$ cat src/rtl/seq_mul_32_if.sv
// rtl/seq_mul_32_if.sv - start/busy/done handshake bundle for the sequential multiplier
//
// Signals:
//   start   request toward the multiplier, accepted only while busy=0
//   clr     synchronous abort back to idle
//   a, b    32-bit multiplicand / multiplier, sampled on accept
//   busy    multiplier is in RUN or DONE
//   done    one-cycle pulse, product valid
//   product 64-bit result, held until the next accept
//   hi_nz   product[63:32] != 0
// Modports: master = ALU issue logic, slave = multiplier.

interface seq_mul_32_if;
    logic        start;
    logic        clr;
    logic [31:0] a;
    logic [31:0] b;
    logic        busy;
    logic        done;
    logic [63:0] product;
    logic        hi_nz;

    modport master (
        output start, clr, a, b,
        input  busy, done, product, hi_nz
    );

    modport slave (
        input  start, clr, a, b,
        output busy, done, product, hi_nz
    );
endinterface

$ cat src/rtl/seq_mul_32.sv
// rtl/seq_mul_32.sv - multi-cycle unsigned 32x32->64 shift-add multiplier
//
// Modules:
//   rca_32     32-bit ripple-carry adder/subtractor
//              ports: a, b, sub in; s, c32 (carry out), of (signed overflow) out
//   seq_mul_32 shift-add multiplier controller, one rca_32 step per cycle
//              ports: clk, rst_n (async active-low), bus (seq_mul_32_if.slave)
//              parameter EARLY_EXIT: stop once all remaining multiplier bits are zero

module rca_32 (
    input  logic [31:0] a,
    input  logic [31:0] b,
    input  logic        sub,
    output logic [31:0] s,
    output logic        c32,
    output logic        of
);
    logic [32:0] c;
    logic [31:0] bx;

    always_comb begin
        bx   = b ^ {32{sub}};
        c    = '0;
        c[0] = sub;
        s    = '0;
        for (int i = 0; i < 32; i++) begin
            s[i]     = a[i] ^ bx[i] ^ c[i];
            c[i + 1] = (a[i] & bx[i]) | (c[i] & (a[i] ^ bx[i]));
        end
    end

    assign c32 = c[32];
    assign of  = c[32] ^ c[31];
endmodule

module seq_mul_32 #(
    parameter bit EARLY_EXIT = 1'b0
) (
    input  logic         clk,
    input  logic         rst_n,
    seq_mul_32_if.slave  bus
);
    localparam logic [1:0] ST_IDLE = 2'd0;
    localparam logic [1:0] ST_RUN  = 2'd1;
    localparam logic [1:0] ST_DONE = 2'd2;

    logic [1:0]  state;
    logic [31:0] m_reg;
    logic [31:0] a_reg;
    logic [31:0] q_reg;
    logic [5:0]  cnt;
    logic [63:0] product_reg;
    logic        hi_nz_reg;

    logic [31:0] addend;
    logic [31:0] sum;
    logic        c32;
    logic        unused_of;
    logic [63:0] acc_next;
    logic        last_iter;
    logic        rest_zero;
    logic [63:0] result;

    assign addend = q_reg[0] ? m_reg : 32'd0;

    rca_32 u_add (
        .a   (a_reg),
        .b   (addend),
        .sub (1'b0),
        .s   (sum),
        .c32 (c32),
        .of  (unused_of)
    );

    // 65-bit right shift of {c32, sum, Q}: the carry lands in A[31] so it is never lost.
    assign acc_next  = {c32, sum, q_reg[31:1]};
    assign last_iter = (cnt == 6'd31);

    // After this step the multiplier bits still to be processed are acc_next[30-cnt:0].
    assign rest_zero = (acc_next[31:0] & (32'hFFFF_FFFF >> (cnt + 6'd1))) == 32'd0;

    // With fewer than 32 steps the partial product still sits high in {A,Q};
    // realign it. On the 32nd step the shift is zero, so one expression covers both modes.
    assign result = acc_next >> (6'd31 - cnt);

    always_ff @(posedge clk or negedge rst_n) begin
        if (!rst_n) begin
            state       <= ST_IDLE;
            m_reg       <= '0;
            a_reg       <= '0;
            q_reg       <= '0;
            cnt         <= '0;
            product_reg <= '0;
            hi_nz_reg   <= 1'b0;
        end else begin
            case (state)
                ST_IDLE: begin
                    if (bus.start && !bus.clr) begin
                        m_reg <= bus.a;
                        q_reg <= bus.b;
                        a_reg <= '0;
                        cnt   <= '0;
                        if (EARLY_EXIT && (bus.b == 32'd0)) begin
                            state       <= ST_DONE;
                            product_reg <= '0;
                            hi_nz_reg   <= 1'b0;
                        end else begin
                            state <= ST_RUN;
                        end
                    end
                end
                ST_RUN: begin
                    if (bus.clr) begin
                        state <= ST_IDLE;
                    end else begin
                        a_reg <= acc_next[63:32];
                        q_reg <= acc_next[31:0];
                        cnt   <= cnt + 6'd1;
                        if (last_iter || (EARLY_EXIT && rest_zero)) begin
                            state       <= ST_DONE;
                            product_reg <= result;
                            hi_nz_reg   <= |result[63:32];
                        end
                    end
                end
                ST_DONE: begin
                    state <= ST_IDLE;
                end
                default: begin
                    state <= ST_IDLE;
                end
            endcase
        end
    end

    assign bus.busy    = (state != ST_IDLE);
    assign bus.done    = (state == ST_DONE);
    assign bus.product = product_reg;
    assign bus.hi_nz   = hi_nz_reg;
endmodule

$ cat src/flat_wrapper.sv
// flat-port wrapper written by rule: the top's interface ports become plain ports
module seq_mul_32_flat 
#(
    parameter bit EARLY_EXIT = 1'b0
)
  (clk, rst_n, bus_start, bus_clr, bus_a, bus_b, bus_busy, bus_done, bus_product, bus_hi_nz);
  seq_mul_32_if bus_i ();
  input  logic clk;
  input  logic rst_n;
  input wire logic [$bits(bus_i.start)-1:0] bus_start;
  input wire logic [$bits(bus_i.clr)-1:0] bus_clr;
  input wire logic [$bits(bus_i.a)-1:0] bus_a;
  input wire logic [$bits(bus_i.b)-1:0] bus_b;
  output wire logic [$bits(bus_i.busy)-1:0] bus_busy;
  output wire logic [$bits(bus_i.done)-1:0] bus_done;
  output wire logic [$bits(bus_i.product)-1:0] bus_product;
  output wire logic [$bits(bus_i.hi_nz)-1:0] bus_hi_nz;
  assign bus_i.start = bus_start;
  assign bus_i.clr = bus_clr;
  assign bus_i.a = bus_a;
  assign bus_i.b = bus_b;
  assign bus_busy = bus_i.busy;
  assign bus_done = bus_i.done;
  assign bus_product = bus_i.product;
  assign bus_hi_nz = bus_i.hi_nz;
  seq_mul_32 #(.EARLY_EXIT(EARLY_EXIT)) u_core (.clk(clk), .rst_n(rst_n), .bus(bus_i));
endmodule
$ cat config.mk
export PLATFORM = sky130hd
export DESIGN_NAME = seq_mul_32_flat
export DESIGN_NICKNAME = d
export VERILOG_FILES = /design/src/rtl/seq_mul_32_if.sv /design/src/rtl/seq_mul_32.sv /design/src/flat_wrapper.sv
export SDC_FILE = /design/constraint.sdc
export NUM_CORES = 1
export LEC_CHECK = 0
export CORE_ASPECT_RATIO = 1.2
export CORE_MARGIN = 3
export CORE_UTILIZATION = 40
export CTS_BUF_LIST = sky130_fd_sc_hd__clkbuf_4 sky130_fd_sc_hd__clkbuf_8
export DETAILED_ROUTE_END_ITERATION = 8
export PLACE_DENSITY = 0.65
export RECOVER_POWER = 100
export SLEW_MARGIN = 25
export SYNTH_ARGS = -nofsm -noshare
export SYNTH_HDL_FRONTEND = slang
export SYNTH_SLANG_ARGS = --single-unit
$ cat constraint.sdc
create_clock -name clk -period 17.6 [get_ports clk]
set_input_delay 3.52 -clock clk [delete_from_list [all_inputs] [get_ports clk]]
set_output_delay 3.52 -clock clk [all_outputs]
set_load 0.005 [all_outputs]
Word-level counts from Yosys, hierarchy flattened
Cells that the tools add are included.
{"block": "op_classes", "n_addsub": 2, "n_eq_ne": 6, "shift": 1, "mux": 14, "bitwise": 158, "reduce_logical": 10}
{"operator": "32-bit two-way mux", "n": 5}
{"operator": "32-bit one-hot mux with 2 select lines", "n": 2}
{"operator": "64-bit by 6-bit right shift with 64-bit output", "n": 1}
{"operator": "1-bit AND", "n": 63}
{"operator": "1-bit bitwise XOR", "n": 63}
{"operator": "32-bit OR reduction", "n": 1}
{"operator": "1-bit OR", "n": 31}
{"operator": "6-bit two-way mux", "n": 2}
{"operator": "6-bit one-hot mux with 2 select lines", "n": 1}
{"operator": "6-bit by 1-bit adder with 6-bit output (second input constant)", "n": 1}
{"operator": "6-bit by 5-bit equality test with 1-bit output (second input constant)", "n": 1}
{"operator": "2-bit two-way mux", "n": 3}
{"operator": "3-bit AND reduction", "n": 2}
{"operator": "5-bit by 6-bit subtractor with 6-bit output (first input constant)", "n": 1}
{"operator": "2-bit one-hot mux with 2 select lines", "n": 1}
{"operator": "2-bit AND reduction", "n": 2}
{"operator": "2-bit nonzero test", "n": 2}
{"operator": "3-bit by 2-bit != test with 1-bit output (second input constant)", "n": 1}
{"operator": "2-bit by 1-bit equality test with 1-bit output (second input constant)", "n": 1}
{"operator": "2-bit equality test (second input constant)", "n": 1}
{"operator": "2-bit logical NOT", "n": 1}
{"operator": "2-bit by 1-bit != test with 1-bit output (second input constant)", "n": 1}
{"operator": "2-bit != test (second input constant)", "n": 1}
{"operator": "1-bit logical AND", "n": 1}
{"operator": "2 further kinds", "n": 2}
{"block": "word_totals", "reg_bits": 169, "in_bits": 68, "output_inout_bits": 67, "elab_cells": 198}

Depth between registers and ports, before layout
{"block": "logic_depth", "ltp_word": 66, "depth_mapped": 43, "depth_no_buf": 43}

Cells and area by module
A second synthesis with hierarchy kept.
{"block": "hier_totals", "cells_unflattened": 1025, "area_unflattened_um2": 10339.9}
{"module": "seq_mul_32", "instances": 1, "cells_per_inst": 895, "area_per_inst_um2": 9115.0, "seq_area_each_um2": 4229.1}
{"module": "rca_32", "instances": 1, "cells_per_inst": 130, "area_per_inst_um2": 1224.9, "seq_area_each_um2": 0.0}

Worst setup path after synthesis
Ideal clock, no wire load.
{"block": "synth_timing", "kind": "flip-flop to flip-flop", "start": "register u_core.q_reg[0]", "end": "register u_core.hi_nz_reg (netlist: u_core.bus.hi_nz)", "setup_ns": 0.136, "t_arrival_ns": 14.918, "required_ns": 17.464, "path_slack_ns": 2.547, "stages_incl_launch_ff": 43, "n_path_buf": 1, "synth_period_minus_slack_ns": 15.053, "cell_sequence": "dfrtp_1 clkbuf_1 nand2_1 fa_1 fa_1 fa_1 fa_1 fa_1 fa_1 fa_1 fa_1 fa_1 fa_1 fa_1 fa_1 fa_1 fa_1 fa_1 (+7 left out) fa_1 fa_1 fa_1 fa_1 fa_1 fa_1 fa_1 inv_1 fa_1 inv_1 fa_1 mux2i_1 nand2_1 inv_1 mux4_2 nand4b_1 nor4_1 a31oi_1"}
{"block": "synth_via", "elab_chain_cells": 66, "elab_cells_between_ends": 160, "classes_between": "1 x shift; 1 x mux; 157 x bitwise; 1 x reduce/logical"}
{"element": "start, declared", "line_no": "seq_mul_32.sv:50", "text": "logic [31:0] q_reg;"}
{"element": "start signal, assigned", "line_no": "seq_mul_32.sv:100", "text": "q_reg <= bus.b;"}
{"element": "start signal, assigned", "line_no": "seq_mul_32.sv:117", "text": "q_reg <= acc_next[31:0];"}
{"element": "32-bit two-way mux (*)", "line_no": "seq_mul_32.sv:64", "text": "assign addend = q_reg[0] ? m_reg : 32'd0;"}
{"element": "1-bit AND / 1-bit bitwise XOR (equally long branches)", "line_no": "seq_mul_32.sv:28, seq_mul_32.sv:27"}
{"element": "1-bit AND", "line_no": "seq_mul_32.sv:28", "text": "c[i + 1] = (a[i] & bx[i]) | (c[i] & (a[i] ^ bx[i]));"}
{"element": "1-bit OR", "line_no": "seq_mul_32.sv:28"}
{"element": "1-bit AND", "line_no": "seq_mul_32.sv:28"}
{"element": "1-bit OR", "line_no": "seq_mul_32.sv:28"}
{"element": "1-bit AND", "line_no": "seq_mul_32.sv:28"}
{"element": "1-bit OR", "line_no": "seq_mul_32.sv:28"}
{"element": "(+50 left out)"}
{"element": "1-bit AND", "line_no": "seq_mul_32.sv:28"}
{"element": "1-bit OR", "line_no": "seq_mul_32.sv:28"}
{"element": "1-bit AND", "line_no": "seq_mul_32.sv:28"}
{"element": "1-bit OR", "line_no": "seq_mul_32.sv:28"}
{"element": "1-bit AND", "line_no": "seq_mul_32.sv:28"}
{"element": "1-bit OR", "line_no": "seq_mul_32.sv:28"}
{"element": "64-bit by 6-bit right shift with 64-bit output (*)", "line_no": "seq_mul_32.sv:84", "text": "assign result = acc_next >> (6'd31 - cnt);"}
{"element": "32-bit OR reduction (*)", "line_no": "seq_mul_32.sv:122", "text": "hi_nz_reg <= |result[63:32];"}
{"element": "end signal, assigned", "line_no": "seq_mul_32.sv:122"}
{"element": "end, declared", "line_no": "seq_mul_32.sv:53", "text": "logic hi_nz_reg;"}
Every way passes the cells marked *; elsewhere a longest branch is shown, timed or not.
A chain may end at the register's enable or synchronous reset.

Worst setup path in the final report
Ends and elaborated chain as after synthesis.

==> impl_metrics.tcl <==
set metrics [dict create \
    finalInstanceArea_mm2 0.0124 \
    path_clk_slew_ps 110 \
    drc_errors 0 \
    worst_slack_ps 1660 \
    ir_drop_uv 61.9 \
    drv_slew 418 \
    via_per_inst 5.54 \
    hpwlAfterDp_mm 20.6 \
    whs_path_depth 2 \
    hold_viol 0 \
    rsz0062_at_grt "no" \
    htreeDepth 4 \
    wl_met2_mm 12.0 \
    ys_top_cells_by_area "dfrtp_1, mux2i_1, nand2_1" \
    synth_warnings 0 \
    violations "max-capacitance violations, max-slew violations" \
    whs_endpoint "u_core.bus.product[60]" \
    hold_ws_ps 472 \
    worst_slew_pin_slew_ps 3530 \
    netlist_instances 1047 \
    ctsHoldBuffers 0 \
    dr.pass1.iters 5 \
    arrival_ps 16300 \
    cp_num_buf_inv 3 \
    crit_family "adder cells" \
    synth.avg_cell_area_um2 10.0 \
    grtUsageTotal 0.201 \
    cts_setup_buffers 0 \
    final_nets 1236 \
    die_x_um 154 \
    regToRegEndpoint "u_core.bus.hi_nz" \
    place.gp.congestion 0.880 \
    dpl_cell_area_mm2 0.0120 \
    required_ps 17970 \
    reg2reg_depth 42 \
    worstHoldStart "u_core.bus.product[60]" \
    grt_pass1_vias 8004 \
    top_layer "met4" \
    ff2ff_setup_slack_ps 1660 \
    antenna_cells 0 \
    crit_top_cell "fa_1" \
    post_drt_wl_per_cell_um 18.8 \
    initial_utilization 0.409 \
    pwr_density_cell_mw_per_mm2 126 \
    grt_pass1_wl_mm 45.4 \
    area_delta_synth_final_pct 17.8 \
    overflow 0 \
    io_buffers 134 \
    wl_met3_mm 1.34 \
    fmax_mhz 62.7 \
    insertion_delay_ps 490 \
    drive_gt1_frac 0.117 \
    cts_tree "done" \
    cts-root-buf "clkbuf_8" \
    pin_count 135 \
    slew-limit-headroom -1.36 \
    cp-end-kind "flip-flop" \
    synth_area_mm2 0.0105 \
    num_vias 8181 \
    ys.flop_type "dfrtp_1" \
    period_share 0.905 \
    worstSetupPathType "reg -> reg" \
    cts_resized 0 \
    r2r_start "u_core.q_reg[0]" \
    setup_violations 0 \
    synth_cell_type_count 61 \
    synth_edf_count 0 \
    outcome "finished with violations" \
    synth.ff_latch_count 169 \
    drtAntennaViolNets 0 \
    met1_length_mm 13.8 \
    power_mw 1.56 \
    dp_slack_ps 1790 \
    clock_skew_ps 19.1 \
    drtIter0Drc 572 \
    hold_path.class "reg -> reg" \
    cp_slowest_cell "fa_1" \
    path_max_fanout 32 \
    cts_sinks 169 \
    fin_tns_setup_ps 0 \
    yosysTopAreaCell "dfrtp_1" \
    start_kind "flip-flop" \
    critPathMaxStageDelay_ps 570 \
    synth_top_area_frac 0.403 \
    min_period_ps 15940 \
    largest_register_ffs 64 \
    synthArstFlopShare 1.00 \
    ys_seq_area_frac 0.403 \
    chipHeight_um 184 \
    grt_max_degree 70 \
    synthesis.nets 1148 \
    p_leak_nw 5.24 \
    core_area_mm2 0.0257 \
    drt-total-wl_mm 27.9 \
    rows 64 \
    antenna_found_initial 0 \
    cts_made_buffers 17 \
    cap_violations 8 \
    ctsLongestPathBuffers 2 \
    dieArea_mm2 0.0282 \
]
[cells by family after synthesis]
family / share of synthesized area
buffers and inverters: 0.0546
XOR/XNOR: 0.00250
multiplexers: 0.222
AND/OR/NAND/NOR: 0.122
adder cells (fa/ha/maj): 0.0615
flip-flops: 0.403
AO/OA/AOI/OAI: 0.136
[stage by stage]
stage | instances | util
2_1_floorplan | 1047 | -
3_3_place_gp | 1446 | 0.467
3_5_place_dp | 1446 | 0.467
4_1_cts | 1478 | 0.483
5_1_grt | 1478 | 0.481
6_report | 1478 | 0.481
[final cells by class]
class	count	area, um2
repair buffers	150	1430
inverters	44	165
clock buffers	17	234
multi-input cells	753	5710
clock inverters	15	180
well taps	330	413
fillers	2440	13300
flip-flops and latches	169	4240
[worst max path at each step]
| stage | cells after the start | end | from | slack (ps) |
|---|---|---|---|---|
| 3_3_place_gp | 42 | u_core.bus.hi_nz | u_core.q_reg[0] | 1910 |
| 3_5_place_dp | 42 | u_core.bus.hi_nz | u_core.q_reg[0] | 1790 |
| 2_1_floorplan | 42 | u_core.bus.hi_nz | u_core.q_reg[0] | 2550 |
| 5_1_grt | 42 | u_core.bus.hi_nz | u_core.q_reg[0] | 950 |
| 6_report | 42 | u_core.bus.hi_nz | u_core.q_reg[0] | 1660 |
| 4_1_cts | 42 | u_core.bus.hi_nz | u_core.q_reg[0] | 1700 |
[routing by layer]
metal | track usage | vias to the layer above
met2 | 0.281 | 267
met5 | 0 | -
met1 | 0.318 | 3978
met3 | 0.0339 | 39
li1 | - | 3897
met4 | 0.0622 | 0
[report_power, final]
| part | leakage [nW] | total, mW | internal [mW] | switching (mW) |
|---|---|---|---|---|
| clock | 0.202 | 0.291 | 0.120 | 0.171 |
| sequential | 2.22 | 0.510 | 0.452 | 0.0584 |
| combinational | 2.82 | 0.760 | 0.319 | 0.441 |
| total | 5.24 | 1.56 | 0.891 | 0.670 |
[cells in the final DEF, fill, tap and decap left out, types with 3 or more instances in the layout]
master           Yosys  final
o211ai_1             5      5
dfrtp_1            169    166
nor2b_1             10     10
clkbuf_8             0     17
inv_8                0      3
a21oi_1             46     46
nand2_1            174    174
o22ai_1             25     25
o21a_1               3      3
inv_1               43     44
fa_1                31     31
o21ai_0             81     81
a221oi_1             5      5
nor2_1              74     73
a32oi_1              3      3
nand2b_1             5      4
o31ai_1              3      3
inv_6                0      5
nand3_1              8      8
nand4_1              5      5
mux2i_1             99     99
a22oi_1             31     31
and2_1               5      4
nor4_1               3      3
dlygate4sd3_1        0     68
buf_4                8     10
or3_1                8      8
clkbuf_1            42      7
clkdlybuf4s50_1      0     65
a211oi_1             7      7
mux4_1               5      5
mux4_2              27     27
mux2_2              53     53
clkinv_8             0      3
[worst register-to-register path: cells and delay by family, from the launching register on]
kind            cells  cell delay, ps
buf+inv             3             440
simple gates        5             860
fa+ha+maj          31           13200
compound gates      3             970
flops               1             350
[synth_stat cells, types with 3 or more instances]
cell	n
nand4_1	5
a32oi_1	3
o211ai_1	5
dfrtp_1	169
a21oi_1	46
buf_6	4
o21a_1	3
nand2b_1	5
mux4_2	27
a221oi_1	5
nor2b_1	10
mux4_1	5
o31ai_1	3
o21ai_0	81
o22ai_1	25
nand2_1	174
nor2_1	74
or3_1	8
a22oi_1	31
buf_1	12
clkbuf_1	42
or2_2	3
fa_1	31
nor4_1	3
nand3_1	8
buf_2	13
mux2_2	53
mux2i_1	99
and2_1	5
inv_1	43
a211oi_1	7
buf_4	8
Note: power is estimated with default switching activity, not from simulation.
